$ cat config.mk
export PLATFORM = sky130hd
export DESIGN_NAME = rn_fc_mac_seq
export DESIGN_NICKNAME = d
export VERILOG_FILES = /design/src/rtl/rn_fc_mac_seq.sv
export SDC_FILE = /design/constraint.sdc
export NUM_CORES = 2
export LEC_CHECK = 0
export CAP_MARGIN = 20
export CORE_MARGIN = 3
export CORE_UTILIZATION = 40
export DETAILED_ROUTE_END_ITERATION = 8
export PLACE_DENSITY = 0.68
export SYNTH_ARGS = -nofsm -noshare
export SYNTH_HDL_FRONTEND = slang
export SYNTH_SLANG_ARGS = --single-unit
$ cat constraint.sdc
create_clock -name clk -period 25.8 [get_ports clk]
set_input_delay 3.87 -clock clk [delete_from_list [all_inputs] [get_ports clk]]
set_output_delay 3.87 -clock clk [all_outputs]
set_load 0.05 [all_outputs]
$ cat src/rtl/rn_fc_mac_seq.sv
// FC MAC sequencer: walks rn_FC_struct neuron by neuron, dot-products activations with weights,
// adds bias, requantizes to int8 and writes the output buffer. Optional FC_RELU_EN clamps negatives to 0.
module rn_fc_mac_seq #(
    parameter int INPUTS_MAC = 6,
    parameter int ACC_W      = 24,
    parameter int OUT_SHIFT  = 7
) (
    input  logic                    clk,
    input  logic                    rst,
    input  logic                    start,
    output logic                    busy,
    output logic                    layer_done,
    output logic                    last_layer,
    input  logic [15:0]             iters_per_neuron,
    input  logic [7:0]              modulo,
    input  logic [7:0]              cant_neurons,
    input  logic [7:0]              last,
    input  logic [15:0]             of_offset,
    output logic                    next_layer,
    output logic                    next_neuron,
    output logic                    get_weight,
    input  logic [8*INPUTS_MAC-1:0] kernel_FC,
    input  logic [7:0]              bias_FC,
    input  logic                    struct_ready,
    output logic                    act_rd_en,
    output logic [15:0]             act_addr,
    input  logic [8*INPUTS_MAC-1:0] act_data,
    output logic                    of_we,
    output logic [15:0]             of_addr,
    output logic [7:0]              of_data,
    output logic [3:0]              dbg_state_o
);

    // Handshake: every strobe is a 1-cycle registered pulse; struct_ready is only sampled in the
    // cycle after it, and act_data is captured exactly one cycle after act_rd_en.
    typedef enum logic [3:0] {
        S_IDLE = 4'd0, S_LAYER = 4'd1, S_HDR_WAIT = 4'd2, S_FETCH = 4'd3, S_WAIT = 4'd4,
        S_MAC = 4'd5, S_BIAS = 4'd6, S_WRITE = 4'd7, S_NEXT = 4'd8, S_DONE = 4'd9
    } state_t;

    localparam logic signed [ACC_W-1:0] SAT_HI = ACC_W'(127);
    localparam logic signed [ACC_W-1:0] SAT_LO = -ACC_W'(127);

    state_t                   state_q;
    logic [15:0]              iters_q, iter_q;
    logic [7:0]               modulo_q, cant_q, n_q, bias_q;
    logic                     last_q, first_q, act_got_q;
    logic [15:0]              offset_q;
    logic [8*INPUTS_MAC-1:0]  w_q, a_q;
    logic signed [ACC_W-1:0]  acc_q;

    logic                     last_iter;
    logic signed [7:0]        wl, al;
    logic signed [15:0]       prod;
    logic signed [ACC_W-1:0]  mac_sum, acc_mac_d, acc_bias_d, shifted;
    logic [7:0]               res_d;
    logic [7:0]               hdr_cant;
    logic [15:0]              hdr_iters;
    logic                     hdr_last;

    assign dbg_state_o = state_q;
    assign hdr_cant    = first_q ? cant_neurons : cant_q;
    assign hdr_iters   = first_q ? iters_per_neuron : iters_q;
    assign hdr_last    = first_q ? (last != 8'd0) : last_q;

    always_comb begin
        last_iter = (iter_q == iters_q - 16'd1);
        wl        = '0;
        al        = '0;
        prod      = '0;
        mac_sum   = '0;
        for (int i = 0; i < INPUTS_MAC; i++) begin
            wl   = w_q[8*i +: 8];
            al   = a_q[8*i +: 8];
            prod = wl * al;
            if (!(last_iter && modulo_q != 8'd0 && 8'(i) >= modulo_q))
                mac_sum = mac_sum + {{(ACC_W-16){prod[15]}}, prod};
        end
        acc_mac_d  = acc_q + mac_sum;
        acc_bias_d = acc_q + {{(ACC_W-8){bias_q[7]}}, bias_q};
        shifted    = acc_bias_d >>> OUT_SHIFT;
        // Symmetric clamp to +/-127 so the result range is balanced around zero.
        if (shifted > SAT_HI)
            res_d = 8'h7F;
        else if (shifted < SAT_LO)
            res_d = 8'h81;
        else
            res_d = shifted[7:0];
`ifdef FC_RELU_EN
        if (res_d[7])
            res_d = 8'h00;
`endif
    end

    always_ff @(posedge clk) begin
        if (!rst) begin
            state_q     <= S_IDLE;
            busy        <= 1'b0;
            layer_done  <= 1'b0;
            last_layer  <= 1'b0;
            next_layer  <= 1'b0;
            next_neuron <= 1'b0;
            get_weight  <= 1'b0;
            act_rd_en   <= 1'b0;
            act_addr    <= '0;
            of_we       <= 1'b0;
            of_addr     <= '0;
            of_data     <= '0;
            iters_q     <= '0;
            iter_q      <= '0;
            modulo_q    <= '0;
            cant_q      <= '0;
            n_q         <= '0;
            bias_q      <= '0;
            last_q      <= 1'b0;
            first_q     <= 1'b0;
            act_got_q   <= 1'b0;
            offset_q    <= '0;
            w_q         <= '0;
            a_q         <= '0;
            acc_q       <= '0;
        end else begin
            next_layer  <= 1'b0;
            next_neuron <= 1'b0;
            get_weight  <= 1'b0;
            act_rd_en   <= 1'b0;
            of_we       <= 1'b0;
            layer_done  <= 1'b0;
            case (state_q)
                S_IDLE: if (start) begin
                    busy       <= 1'b1;
                    first_q    <= 1'b1;
                    n_q        <= '0;
                    iter_q     <= '0;
                    acc_q      <= '0;
                    next_layer <= 1'b1;
                    state_q    <= S_LAYER;
                end
                S_LAYER: state_q <= S_HDR_WAIT;
                S_HDR_WAIT: if (struct_ready) begin
                    bias_q  <= bias_FC;
                    first_q <= 1'b0;
                    iter_q  <= '0;
                    if (first_q) begin
                        iters_q  <= iters_per_neuron;
                        modulo_q <= modulo;
                        cant_q   <= cant_neurons;
                        last_q   <= (last != 8'd0);
                        offset_q <= of_offset;
                    end
                    if (hdr_cant == 8'd0) begin
                        busy       <= 1'b0;
                        layer_done <= 1'b1;
                        last_layer <= hdr_last;
                        state_q    <= S_DONE;
                    end else if (hdr_iters == 16'd0) begin
                        state_q <= S_BIAS;
                    end else begin
                        get_weight <= 1'b1;
                        act_rd_en  <= 1'b1;
                        act_addr   <= '0;
                        state_q    <= S_FETCH;
                    end
                end
                S_FETCH: begin
                    act_got_q <= 1'b0;
                    state_q   <= S_WAIT;
                end
                S_WAIT: begin
                    // The activation word is only valid in the first WAIT cycle.
                    if (!act_got_q) begin
                        a_q       <= act_data;
                        act_got_q <= 1'b1;
                    end
                    if (struct_ready) begin
                        w_q     <= kernel_FC;
                        state_q <= S_MAC;
                    end
                end
                S_MAC: begin
                    acc_q <= acc_mac_d;
                    if (last_iter) begin
                        state_q <= S_BIAS;
                    end else begin
                        iter_q     <= iter_q + 16'd1;
                        act_addr   <= iter_q + 16'd1;
                        get_weight <= 1'b1;
                        act_rd_en  <= 1'b1;
                        state_q    <= S_FETCH;
                    end
                end
                S_BIAS: begin
                    acc_q   <= acc_bias_d;
                    of_data <= res_d;
                    of_addr <= offset_q + {8'd0, n_q};
                    of_we   <= 1'b1;
                    state_q <= S_WRITE;
                end
                S_WRITE: begin
                    next_neuron <= 1'b1;
                    state_q     <= S_NEXT;
                end
                S_NEXT: begin
                    acc_q  <= '0;
                    iter_q <= '0;
                    if (n_q + 8'd1 == cant_q) begin
                        busy       <= 1'b0;
                        layer_done <= 1'b1;
                        last_layer <= last_q;
                        state_q    <= S_DONE;
                    end else begin
                        n_q     <= n_q + 8'd1;
                        state_q <= S_HDR_WAIT;
                    end
                end
                S_DONE:  state_q <= S_IDLE;
                default: state_q <= S_IDLE;
            endcase
        end
    end

endmodule

Yosys cells after proc, flatten, opt, wreduce, memory -nomap -nowiden
Index checks and enable logic that the tools add are counted.
Widths: inputs -> output; s select.
{"block": "classes", "reduce_logical": 33, "n_bitwise": 1, "n_eq_ne": 19, "mul": 6, "n_addsub": 11, "magnitude_cmp": 8, "mux": 56}
{"operator": "$add 24x24->24", "count": 7}
{"operator": "$mux 24", "count": 7}
{"operator": "$mux 16", "count": 7}
{"operator": "$mul 8x8->16", "count": 6}
{"operator": "$pmux 24 s4", "count": 1}
{"operator": "$pmux 16 s4", "count": 1}
{"operator": "$mux 8", "count": 5}
{"operator": "$pmux 4 s9", "count": 1}
{"operator": "$pmux 16 s2", "count": 1}
{"operator": "$mux 4", "count": 5}
{"operator": "$mux 1", "count": 19}
{"operator": "$ne 2x2->1 const B", "count": 9}
{"operator": "$gt 17x8->1 const B", "count": 1}
{"operator": "$lt 17x8->1 const B", "count": 1}
{"operator": "$add 16x1->16 const B", "count": 1}
{"operator": "$add 16x8->16", "count": 1}
{"operator": "$eq 16x16->1", "count": 1}
{"operator": "$eq 4x3->1 const B", "count": 4}
{"operator": "$ge 1x8->1 const A", "count": 2}
{"operator": "$ge 2x8->1 const A", "count": 2}
{"operator": "$ge 3x8->1 const A", "count": 2}
{"operator": "$logic_not 16->1", "count": 1}
{"operator": "$pmux 8 s2", "count": 1}
{"operator": "$reduce_bool 8->1", "count": 2}
{"operator": "other kinds (20)", "count": 46}
{"block": "totals", "word_cells": 158, "out_inout_bits": 52, "inputBits": 164, "ff_bits": 254}

Depth between registers and ports, before layout
{"block": "depth", "ltp_word": 17, "ltp_mapped": 66, "depth_no_buf": 65}

Least setup slack after synthesis
Ideal clock, no wire load.
{"block": "synth_timing", "kind": "reg-to-reg", "from": "register w_q[15]", "to": "register acc_q[23]", "arrival_ns": 12.011, "path_stages_with_launch": 61, "synth_period_minus_slack_ns": 12.085, "setup_time_ns": 0.074, "path_slack_ns": 13.715, "required_time_ns": 25.726, "cell_sequence": "dfxtp_1 clkbuf_1 and2_1 inv_1 fa_1 fa_1 inv_1 fa_1 inv_1 fa_1 inv_1 ha_1 inv_1 nor2_1 nor2_1 o21bai_1 a21oi_1 xnor2_1 [... 25 more ...] or2_2 o31ai_1 nand2_1 and3_1 a21o_1 ha_1 and3_1 a21o_1 a311oi_1 o41a_1 a21oi_1 a211o_1 ha_1 or3_1 o21ai_0 xnor2_1 xor3_1 o21ai_0"}
{"block": "synth_via", "elab_chain_cells": 13}
{"item": "start: declaration", "line": "49", "rtl": "logic [8*INPUTS_MAC-1:0] w_q, a_q;"}
{"item": "start signal: assignment", "line": "176", "rtl": "w_q <= kernel_FC;"}
{"item": "$mul 8x8->16 (*)", "line": "75", "rtl": "prod = wl * al;"}
{"item": "$add 24x24->24 (*)", "line": "77", "rtl": "mac_sum = mac_sum + {{(ACC_W-16){prod[15]}}, prod};"}
{"item": "$mux 24 (*)", "line": "76", "rtl": "if (!(last_iter && modulo_q != 8'd0 && 8'(i) >= modulo_q))"}
{"item": "$add 24x24->24", "line": "77"}
{"item": "$mux 24 (*)", "line": "76"}
{"item": "$add 24x24->24", "line": "77"}
{"item": "$mux 24 (*)", "line": "76"}
{"item": "$add 24x24->24", "line": "77"}
{"item": "$mux 24 (*)", "line": "76"}
{"item": "$add 24x24->24", "line": "77"}
{"item": "$mux 24 (*)", "line": "76"}
{"item": "$add 24x24->24 (*)", "line": "79", "rtl": "acc_mac_d = acc_q + mac_sum;"}
{"item": "$pmux 24 s4 (*)", "line": "129", "rtl": "case (state_q)"}
{"item": "end signal: assignment", "line": "181", "rtl": "acc_q <= acc_mac_d;"}
{"item": "end signal: assignment", "line": "193", "rtl": "acc_q <= acc_bias_d;"}
{"item": "end: declaration", "line": "50", "rtl": "logic signed [ACC_W-1:0] acc_q;"}
Mark *: on every way between the ends. The rest lies on a longest branch, timed or not.
A chain may end at the register's enable or synchronous reset.

Final worst setup path
Ends and elaborated chain as after synthesis.

==> key figures <==
Status
  • Outcome: finished clean

Detailed routing
  • Met3 WL: 4440 µm
  • DRT antenna net count: 0
  • Vias per cell: 5.26
  • DRC viols: 0
  • Total Wirelength: 87500 µm
  • 1st-iter DRT viols: 1646
  • Drt first pass iters: 5
  • Met1 wire length: 38700 µm
  • Met2 Wirelength: 42300 µm
  • Routed vias: 28801
  • Wire per inst: 16.0 µm
  • Highest metal used: met4

Global route
  • Vias in the first global route: 28887
  • Largest net degree at the start of global routing: 147
  • Overall Global Routing Usage: 20.2%
  • Total grt overflow: 0
  • First-pass GRT wire length: 146000 µm
  • Initial antenna violation count: 0

Logic synthesis
  • Synth top area cells: fa_1 (20%), dfxtp_1 (15%), ha_1 (13%), nand2_1 (6.6%), inv_1 (5.8%)
  • Yosys top cell by area: fa_1
  • Seq cells post-synth: 254
  • Synth Warn #: 0
  • Async SR Flop Fraction: 0%
  • Cells after Synth: 4192
  • Post-Syn Area: 33800 µm²
  • Post-synth net total: 5033
  • Area share of the largest cell type after synthesis: 20.0%
  • Mapped Avg Cell Area: 8.06 µm²
  • Post-synth cell types: 83
  • Sequential fraction of the synthesis area: 15.0%
  • Main flop type after synthesis: dfxtp_1
  • Post-synth EDFFs: 0

STA
  • Worst slew pin tran: 1.09 ns
  • Pins Over Slew Limit: 0
  • Unrepaired setup endpoints after global routing: false
  • Worst Slack Setup Final: 12.41 ns
  • Setup TNS: 0 ns
  • Max_slew headroom: 27.5%
  • Endpoints failing setup: 0
  • Hold slack: 0.453 ns
  • Max Fclk: 0.0747 GHz
  • Min Tclk post-route: 13.39 ns
  • Final period utilization: 51.9%
  • Fin. Hold Viols: 0
  • Layout Skew: 0.0210 ns

Layout
  • FF/Latch Area: 5080 µm²
  • Most frequent cells in the layout: nand2_1 (591), inv_1 (520), a21oi_1 (380)
  • Most common cell after layout, fill and taps aside: nand2_1
  • Area delta synth->final: 13.0%
  • Non-Filler Instances: 5478
  • Layout cells sized above 1: 3.77%
  • Net count reported at finish: 5170
  • N_diodes: 0
  • Fillers: 8166
  • Area of the multi-input gates: 26200 µm²

Job
  • Max cap viols: 0

Clock network
  • Gates resized, CTS repair: 0
  • Clk buf depth: 3
  • CTS tree: done
  • Setup Buffers After CTS: 0
  • Clock transition at the registers of the reported paths: 0.06 ns
  • Clock Latency Late Sink: 0.55 ns
  • H-Tree Depth: 2
  • CTS Sinks: 254
  • TritonCTS Buffers: 35
  • Hold-fix buffers, CTS: 0
  • Root Driver: clkbuf_16

Power
  • Internal power: 0.831 mW
  • Total Power: 1.22 mW
  • Combinational share of power: 23.2%
  • Peak VDD IR: 0.0000329 V
  • Clock Power Share: 41.9%
  • Reg power frac: 34.9%
  • P per Cell Area: 31.9 nW/µm²
  • Leakage: 17.3 nW
  • Switching Fraction: 31.7%
  • Sw Pwr: 0.386 mW

Place
  • Routability cong.: 0.933
  • I/O Buffers: 215
  • Pre-CTS WS: 12.58 ns
  • Placed Cells: 5414
  • Detail Placement HPWL: 69800 µm

Hold path
  • Hold Crit Depth: 2
  • HP Class: flop to flop

Setup path
  • Startpoint Class: flop
  • WP buf/inv: 7
  • Worst path top cell family by delay: compound AO/OA/AOI/OAI gates
  • Crit path kind: flop to flop
  • Crit path DAT: 13.87 ns
  • Stages on the worst setup path: 59
  • Crit end category: flop
  • Worst-path fanout max: 9
  • Depth of the most critical reg-to-reg path: 59
  • Critical path's slowest cell: o41ai_1
  • Req. time, crit path: 26.27 ns
  • Slowest stage delay, CP: 0.61 ns

Floorplanning
  • Standard-cell rows: 105
  • Starting Density: 40.8%
  • Num ports: 216
  • Core area: 82900 µm²
  • Die ar.: 88000 µm²
  • Die X: 297 µm
  • Die H: 297 µm
==> routing by layer <==
layer  vias to the layer above  global-route usage (%)
met5                         -                       0
met4                         0                    5.12
met3                        92                    3.28
met2                       631                    35.3
met1                     13881                    26.1
li1                      14197                       -
==> flip-flops by register name (all words and copies together), names as in the netlist, 16 cells and up <==
| register | count |
|---|---|
| a_q | 48 |
| acc_q | 24 |
| act_addr | 16 |
| iter_q | 16 |
| iters_q | 16 |
| of_addr | 16 |
| offset_q | 16 |
| w_q | 48 |
==> power groups by stage <==
stage | Combinational (mW) | Clock, mW | Sequential [mW]
after floorplan | 0.192 | 0 | 0.428
after global placement | 0.277 | 0 | 0.432
after detailed placement | 0.280 | 0 | 0.432
after CTS | 0.282 | 0.524 | 0.424
after global routing | 0.313 | 0.538 | 0.427
final | 0.283 | 0.510 | 0.424
==> Yosys cell counts (35+ instances only) <==
library cell	instances
a21o_1	68
a21oi_1	381
and2_1	241
clkbuf_1	120
dfxtp_1	254
fa_1	338
ha_1	339
inv_1	520
mux2_2	49
nand2_1	591
nand2b_1	56
nand3_1	57
nor2_1	212
nor2b_1	35
nor3_1	51
o21ai_0	144
o21bai_1	42
xnor2_1	211
xor2_1	65
==> cells by family after synthesis <==
kind of cell / count (synthesis) / share of synthesized area [%]
simple gates: 1388 / 19.7
compound gates: 877 / 15.9
fa+ha+maj: 677 / 32.6
buf+inv: 654 / 7.37
xor+xnor: 278 / 7.29
flops: 254 / 15.0
mux: 64 / 2.09
==> cell type report <==
class,count,area share (%)
Timing Repair Buffer,233,5.99
Multi-Input combinational cell,3284,68.7
Inverter,521,5.14
Clock inverter,15,0.560
Tap cell,1123,3.68
Clock buffer,48,2.58
Sequential cell,254,13.3
==> metrics by stage <==
| stage | utilization, % | instance area [µm²] |
|---|---|---|
| after global placement | 44.6 | 37000 |
| after CTS | 46.0 | 38200 |
| final | 46.0 | 38200 |
| after detailed placement | 44.6 | 37000 |
| after global routing | 46.0 | 38200 |
| after floorplan | - | 33800 |
==> worst reg2reg max path: cells and delay by family, from the launching register on <==
| family | cells | cell delay (ns) |
|---|---|---|
| adders and majority gates | 11 | 3.89 |
| muxes | 1 | 0.31 |
| buffers and inverters | 7 | 0.44 |
| AOI/OAI and AO/OA | 24 | 5.31 |
| xor gates and xnor gates | 5 | 0.79 |
| and+or+nand+nor | 11 | 2.10 |
| DFF | 1 | 0.49 |
==> path summary, 6_finish.rpt <==
path / from / to / slack (ns)
worst max-delay path: w_q[15] / acc_q[23] / 12.41
worst max register to register: w_q[15] / acc_q[23] / 12.41
worst min-delay path: modulo_q[4] / modulo_q[4] / 0.45
worst min register to register: modulo_q[4] / modulo_q[4] / 0.45
No activity file was read; power rests on OpenSTA's default activity.
